File: config.mk
export PLATFORM = sky130hd
export DESIGN_NAME = usr_counter_ext
export DESIGN_NICKNAME = d
export VERILOG_FILES = /design/src/rtl/usr_counter_pkg.sv /design/src/rtl/usr_prescaler.sv /design/src/rtl/usr_counter_ext.sv
export SDC_FILE = /design/constraint.sdc
export NUM_CORES = 1
export LEC_CHECK = 0
export BUFFER_PORTS_ARGS = -buffer_cell sky130_fd_sc_hd__buf_2
export CORE_MARGIN = 5
export CORE_UTILIZATION = 45
export CTS_BUF_LIST = sky130_fd_sc_hd__clkbuf_16
export DETAILED_ROUTE_END_ITERATION = 6
export HOLD_SLACK_MARGIN = 0.08
export PLACE_DENSITY = 0.68
export SLEW_MARGIN = 0
export SYNTH_ARGS = -nofsm -noshare
export SYNTH_HDL_FRONTEND = slang
export SYNTH_SLANG_ARGS = --single-unit
File: constraint.sdc
create_clock -name usr_clk -period 4.4 [get_ports usr_clk]
set_input_delay 0.44 -clock usr_clk [delete_from_list [all_inputs] [get_ports usr_clk]]
set_output_delay 0.44 -clock usr_clk [all_outputs]
set_load 0.02 [all_outputs]
File: src/rtl/usr_counter_pkg.sv
// +--------------------------------------------------------------------+
// | usr_counter_pkg: mode, direction and state encodings, revision 1.0 |
// +--------------------------------------------------------------------+
`default_nettype none

package usr_counter_pkg;

  localparam logic [1:0] MODE_WRAP    = 2'd0;
  localparam logic [1:0] MODE_SAT     = 2'd1;
  localparam logic [1:0] MODE_ONESHOT = 2'd2;

  localparam logic DIR_UP   = 1'b0;
  localparam logic DIR_DOWN = 1'b1;

  typedef enum logic [1:0] {
    ST_IDLE = 2'd0,
    ST_RUN  = 2'd1,
    ST_DONE = 2'd2
  } state_t;

endpackage

`default_nettype wire

File: src/rtl/usr_prescaler.sv
// +--------------------------------------------------------------------+
// | usr_prescaler: step pulse every cmp+1 enabled cycles, revision 1.0 |
// +--------------------------------------------------------------------+
`default_nettype none

module usr_prescaler
  import usr_counter_pkg::*;
#(
  parameter int PRESCALE_W = 8
) (
  input  logic                  clk,
  input  logic                  rst,
  input  logic                  clr,
  input  logic                  en,
  input  logic [PRESCALE_W-1:0] cmp,
  output logic                  step
);

  logic [PRESCALE_W-1:0] cnt;

  // A lowered cmp lets cnt run past it and wrap through zero naturally.
  assign step = en && !clr && (cnt == cmp);

  always_ff @(posedge clk) begin
    if (rst) begin
      cnt <= '0;
    end else if (clr) begin
      cnt <= '0;
    end else if (en) begin
      if (cnt == cmp) begin
        cnt <= '0;
      end else begin
        cnt <= cnt + 1'b1;
      end
    end
  end

endmodule

`default_nettype wire

File: src/rtl/usr_counter_ext.sv
// +--------------------------------------------------------------------+
// | usr_counter_ext: up/down prescaled counter with limit, wrap,        |
// | saturate and one-shot terminal modes, revision 1.0                 |
// +--------------------------------------------------------------------+
`default_nettype none

module usr_counter_ext
  import usr_counter_pkg::*;
#(
  parameter int WIDTH      = 16,
  parameter int PRESCALE_W = 8
) (
  input  logic                  usr_clk,
  input  logic                  usr_rst,
  input  logic                  i_start,
  input  logic                  i_stop,
  input  logic                  i_en,
  input  logic                  i_load,
  input  logic [WIDTH-1:0]      i_load_val,
  input  logic                  i_dir,
  input  logic [1:0]            i_mode,
  input  logic [WIDTH-1:0]      i_limit,
  input  logic [PRESCALE_W-1:0] i_prescale,
  output logic [WIDTH-1:0]      o_count,
  output logic                  o_tick,
  output logic                  o_tc,
  output logic                  o_busy,
  output logic                  o_done
);

  state_t           state;
  state_t           state_nx;
  logic             step;
  logic             presc_en;
  logic             presc_clr;
  logic [WIDTH-1:0] step_val;
  logic [WIDTH-1:0] term_val;
  logic             at_term;
  logic             advance;
  logic             landed;

  // Stop outranks the step, so the prescaler freezes in that cycle too.
  assign presc_en  = (state == ST_RUN) && i_en && !i_stop;
  assign presc_clr = i_load || i_start;

  usr_prescaler #(
    .PRESCALE_W(PRESCALE_W)
  ) u_prescaler (
    .clk  (usr_clk),
    .rst  (usr_rst),
    .clr  (presc_clr),
    .en   (presc_en),
    .cmp  (i_prescale),
    .step (step)
  );

  always_comb begin
    step_val = o_count;
    advance  = 1'b0;
    term_val = (i_dir == DIR_DOWN) ? '0 : i_limit;
    at_term  = (i_dir == DIR_DOWN) ? (o_count == '0) : (o_count >= i_limit);
    if (!at_term) begin
      step_val = (i_dir == DIR_DOWN) ? (o_count - 1'b1) : (o_count + 1'b1);
      advance  = 1'b1;
    end else if (i_mode == MODE_SAT) begin
      // Saturation pins an over-limit up count to the limit without a tick.
      step_val = (i_dir == DIR_DOWN) ? o_count : i_limit;
      advance  = 1'b0;
    end else begin
      step_val = (i_dir == DIR_DOWN) ? i_limit : '0;
      advance  = 1'b1;
    end
    landed = advance && (step_val == term_val);
  end

  always_comb begin
    state_nx = state;
    if (i_load) begin
      if (state == ST_DONE) begin
        state_nx = ST_IDLE;
      end
    end else if (i_stop) begin
      state_nx = ST_IDLE;
    end else if (i_start) begin
      state_nx = ST_RUN;
    end else if (step && landed && (i_mode == MODE_ONESHOT)) begin
      state_nx = ST_DONE;
    end
  end

  always_ff @(posedge usr_clk) begin
    if (usr_rst) begin
      state <= ST_IDLE;
    end else begin
      state <= state_nx;
    end
  end

  always_ff @(posedge usr_clk) begin
    if (usr_rst) begin
      o_count <= '0;
      o_tick  <= 1'b0;
      o_tc    <= 1'b0;
    end else begin
      o_tick <= step && advance;
      o_tc   <= step && landed;
      if (i_load) begin
        o_count <= i_load_val;
      end else if (step) begin
        o_count <= step_val;
      end
    end
  end

  assign o_busy = (state == ST_RUN);
  assign o_done = (state == ST_DONE);

endmodule

`default_nettype wire

==> flow_summary_export.csv <==
group,metric,value,unit
finish,layout_area_overhead,17.68,%
yosys,fraction_of_post_synthesis_cell_area_in_the_top_cell_type_by_area,16.57,%
critical_path,timing.critical_path.from_type,"flip-flop",
critical_path,required_time_at_the_endpoint_of_the_critical_path,4540,ps
floorplanning,placement_rows,31,
global_route,grt_max_degree,29,
routing,detailroute.via_count,3855,
yosys,ys_types,68,
clocking,postCtsSetupRepairBufs,0,
floorplanning,ioPinCount,69,
finish,final_nets,599,
yosys,synth_area,0.003382,mm^2
clocking,clock_insertion_delay_worst_skew,260,ps
sta,setup_tns,0,ps
routing,drt_iter0_markers,319,
finish,ant_diodes,0,
pwr,pwr-share-comb,43.4,%
clocking,number_of_buffers_created_by_cts,3,
placed_design,io_buffers,68,
clocking,ctsHoldBuffers,0,
sta,timing.final.setup_violations,0,
yosys,synth_enable_flop_cells,0,
clocking,tritoncts,"yes",
min_path,hold_class,"in2reg",
sta,fmaxAchievable,243.8,MHz
sta,fin_crit,4102,ps
clocking,post_cts.resized_instances,0,
critical_path,timing.critical_path.to_type,"flip-flop",
yosys,ys.warnings.count,0,
global_route,grt_first_pass_wirelength,19010,um
placed_design,place_congestion,0.9564,
routing,final_wirelength,11680,um
routing,detail_route.wl_per_cell,18.97,um
pwr,cellLeakagePower,1.802,nW
sta,fin_hold_ws,427.8,ps
sta,setup_repair_after_global_routing_missed_its_margin,"no",
critical_path,worst-path-max-fanout,14,
finish,layout-drive-gt1-share,19.54,%
critical_path,critical_path.reg2reg.endpoint,"state[0]$_SDFFE_PP0P_",
routing,drt_first_pass_iters,4,
floorplanning,die_h,96.69,um
floorplanning,initial_utilization,46.38,%
floorplanning,fp.dieArea,0.009349,mm^2
critical_path,arrival,4240,ps
job,cap_viol_max_count,0,
placed_design,hpwlAfterDp,9338,um
yosys,synthesis.nets,531,
clocking,cts-htree-levels,1,
global_route,grt.total_usage,24.27,%
global_route,antenna_violations_before_repair,0,
critical_path,criticalPathCategory,"reg2reg",
pwr,vdd_ir_drop_max,0.2532,mV
clocking,cts_sinks,28,
critical_path,rrSetupSlack,300,ps
yosys,post-synth-top-area-cell,"sky130_fd_sc_hd__dfxtp_1",
routing,detail_route.vias_per_cell,6.258,
sta,post_route_clock_period_utilization,93.23,%
global_route,globalRouteOverflowTotal,0,
sta,finalHoldViolations,0,
routing,antenna_violating_nets_left,0,
yosys,seq_area_frac_synth,16.57,%
yosys,synth.ff_latch_count,28,
pwr,powerDensity,243.9,mW/mm^2
sta,finalClockSkew,3.202,ps
yosys,synthFlopType,"sky130_fd_sc_hd__dfxtp_1",
pwr,power.switching,0.0003574,W
floorplanning,die_width,96.69,um
sta,worst_slew_margin_rel,46.37,%
clocking,clk_path_buf_depth,2,
pwr,p_clk_share,27.9,%
yosys,synth.most_common_cell,"sky130_fd_sc_hd__a21oi_1",
floorplanning,total_core_area,0.007292,mm^2
critical_path,r2r_cells,13,
routing,drc_errors,0,
clocking,clockRootBuffer,"sky130_fd_sc_hd__clkbuf_16",
sta,worst_slew_pin_slew,801.5,ps
critical_path,critPathLaunch,"o_count[0]$_SDFFE_PP0P_",
pwr,power,0.0009707,W
critical_path,crit_end,"state[0]$_SDFFE_PP0P_",
yosys,yosys-top-cells-count,"sky130_fd_sc_hd__a21oi_1 (46), sky130_fd_sc_hd__nand2_1 (34), sky130_fd_sc_hd__nor2_1 (33), sky130_fd_sc_hd__ha_1 (31), sky130_fd_sc_hd__dfxtp_1 (28)",
yosys,biggest_area_contributors_in_the_synthesized_netlist,"sky130_fd_sc_hd__dfxtp_1 (17%), sky130_fd_sc_hd__ha_1 (11%), sky130_fd_sc_hd__a21oi_1 (6.8%)",
pwr,power_switching_share,36.82,%
sta,slew_violations,0,
pwr,p_seq_share,28.7,%
yosys,synthArstFlopShare,0,%
yosys,syn-instance-count,450,
yosys,syn_avg_cell_area,7.516,um^2
status,status,"finished, final reports clean",
critical_path,critical_path.reg2reg.startpoint,"o_count[0]$_SDFFE_PP0P_",
pwr,cellInternalPower,0.0006133,W
clocking,worst_setup_hold_path_clk_slew,70,ps
global_route,vias_in_the_first_global_route,3779,
==> area by class of cell <==
cell class / instances / area, um^2
Inverter: 25 / 93.84
Clock buffer: 3 / 75.07
Clock inverter: 1 / 30.03
Fill cell: 749 / 3312
Sequential cell: 28 / 560.5
Timing Repair Buffer: 82 / 445.4
Tap cell: 99 / 123.9
Multi-Input combinational cell: 378 / 2651
==> worst max-delay path, cell delays in order, from the launching register on <==
cell                        delay [ps]
sky130_fd_sc_hd__dfxtp_1           570
sky130_fd_sc_hd__inv_1             130
sky130_fd_sc_hd__ha_1              300
sky130_fd_sc_hd__nand2b_4          140
sky130_fd_sc_hd__a2111o_1          450
sky130_fd_sc_hd__and3_4            190
sky130_fd_sc_hd__o31ai_4           570
sky130_fd_sc_hd__buf_4             330
sky130_fd_sc_hd__and3_1            180
sky130_fd_sc_hd__o221ai_1          130
sky130_fd_sc_hd__a221oi_1          280
sky130_fd_sc_hd__o2111ai_1         240
sky130_fd_sc_hd__nor3b_1           330
sky130_fd_sc_hd__a41oi_1           140
==> worst min-delay path by stage <==
stage | startpoint | end | slack, ps | depth (start not counted)
3_5_place_dp | state[1]$_SDFFE_PP0P_ | state[1]$_SDFFE_PP0P_ | 520 | 1
2_1_floorplan | state[1]$_SDFFE_PP0P_ | state[1]$_SDFFE_PP0P_ | 490 | 1
4_1_cts | i_mode[1] | state[0]$_SDFFE_PP0P_ | 430 | 2
6_report | i_mode[1] | state[0]$_SDFFE_PP0P_ | 430 | 2
5_1_grt | i_mode[1] | state[0]$_SDFFE_PP0P_ | 460 | 2
3_3_place_gp | state[1]$_SDFFE_PP0P_ | state[1]$_SDFFE_PP0P_ | 520 | 1
==> metal layers <==
layer / up-vias / global-route usage (%) / wire length [um]
li1: 1858 / - / -
met1: 1788 / 33.22 / 5161
met2: 184 / 38.32 / 5084
met3: 25 / 4.532 / 1124
met4: 0 / 7.883 / 312
met5: - / 0 / 0
==> state kept, by name, indices dropped and copies added, names as in the netlist <==
| signal | flops |
|---|---|
| o_count | 16 |
| o_tc | 1 |
| u_prescaler.cnt | 8 |
| o_tick | 1 |
| state | 2 |
==> power by group through the flow <==
stage | clock network, W | logic, W | registers (W)
final | 0.000271 | 0.000422 | 0.000278
after global routing | 0.000285 | 0.000462 | 0.000279
after CTS | 0.000274 | 0.000413 | 0.000278
after detailed placement | 0 | 0.000410 | 0.000283
after global placement | 0 | 0.000410 | 0.000284
after floorplan | 0 | 0.000267 | 0.000289
==> metrics by stage <==
stage          area, um^2  cells  util [%]  setup slack [ps]
2_1_floorplan        3382    450         -             982.6
3_3_place_gp         3875    612     53.14             332.9
3_5_place_dp         3875    612     53.14             223.2
4_1_cts              3980    616     54.58             285.5
5_1_grt              3980    616     54.58             6.757
6_report             3980    616     54.58             298.0
==> cell usage in the layout, fill, tap and decap left out, drive strengths merged, types with 5 or more instances in the layout <==
| master | n |
|---|---|
| a21o | 10 |
| a21oi | 47 |
| a221o | 6 |
| a221oi | 9 |
| a22oi | 13 |
| and2 | 5 |
| and3 | 9 |
| buf | 82 |
| dfxtp | 28 |
| ha | 31 |
| inv | 24 |
| mux2i | 7 |
| nand2 | 34 |
| nand2b | 6 |
| nand3 | 8 |
| nand4 | 12 |
| nor2 | 33 |
| nor3 | 10 |
| nor4 | 6 |
| o21a | 6 |
| o21ai | 31 |
| o221ai | 7 |
| xnor2 | 15 |
| xor2 | 13 |
==> cell families (layout without fill, tap and decap cells) <==
group	Yosys count	after routing	share of synthesized area (%)
fa+ha+maj	32	32	12.06
xor+xnor	28	28	7.251
mux	10	10	3.071
compound gates	169	169	34.78
simple gates	139	139	21.09
flops	28	28	16.57
buf+inv	44	111	5.179
No activity file was read; power rests on OpenSTA's default activity.
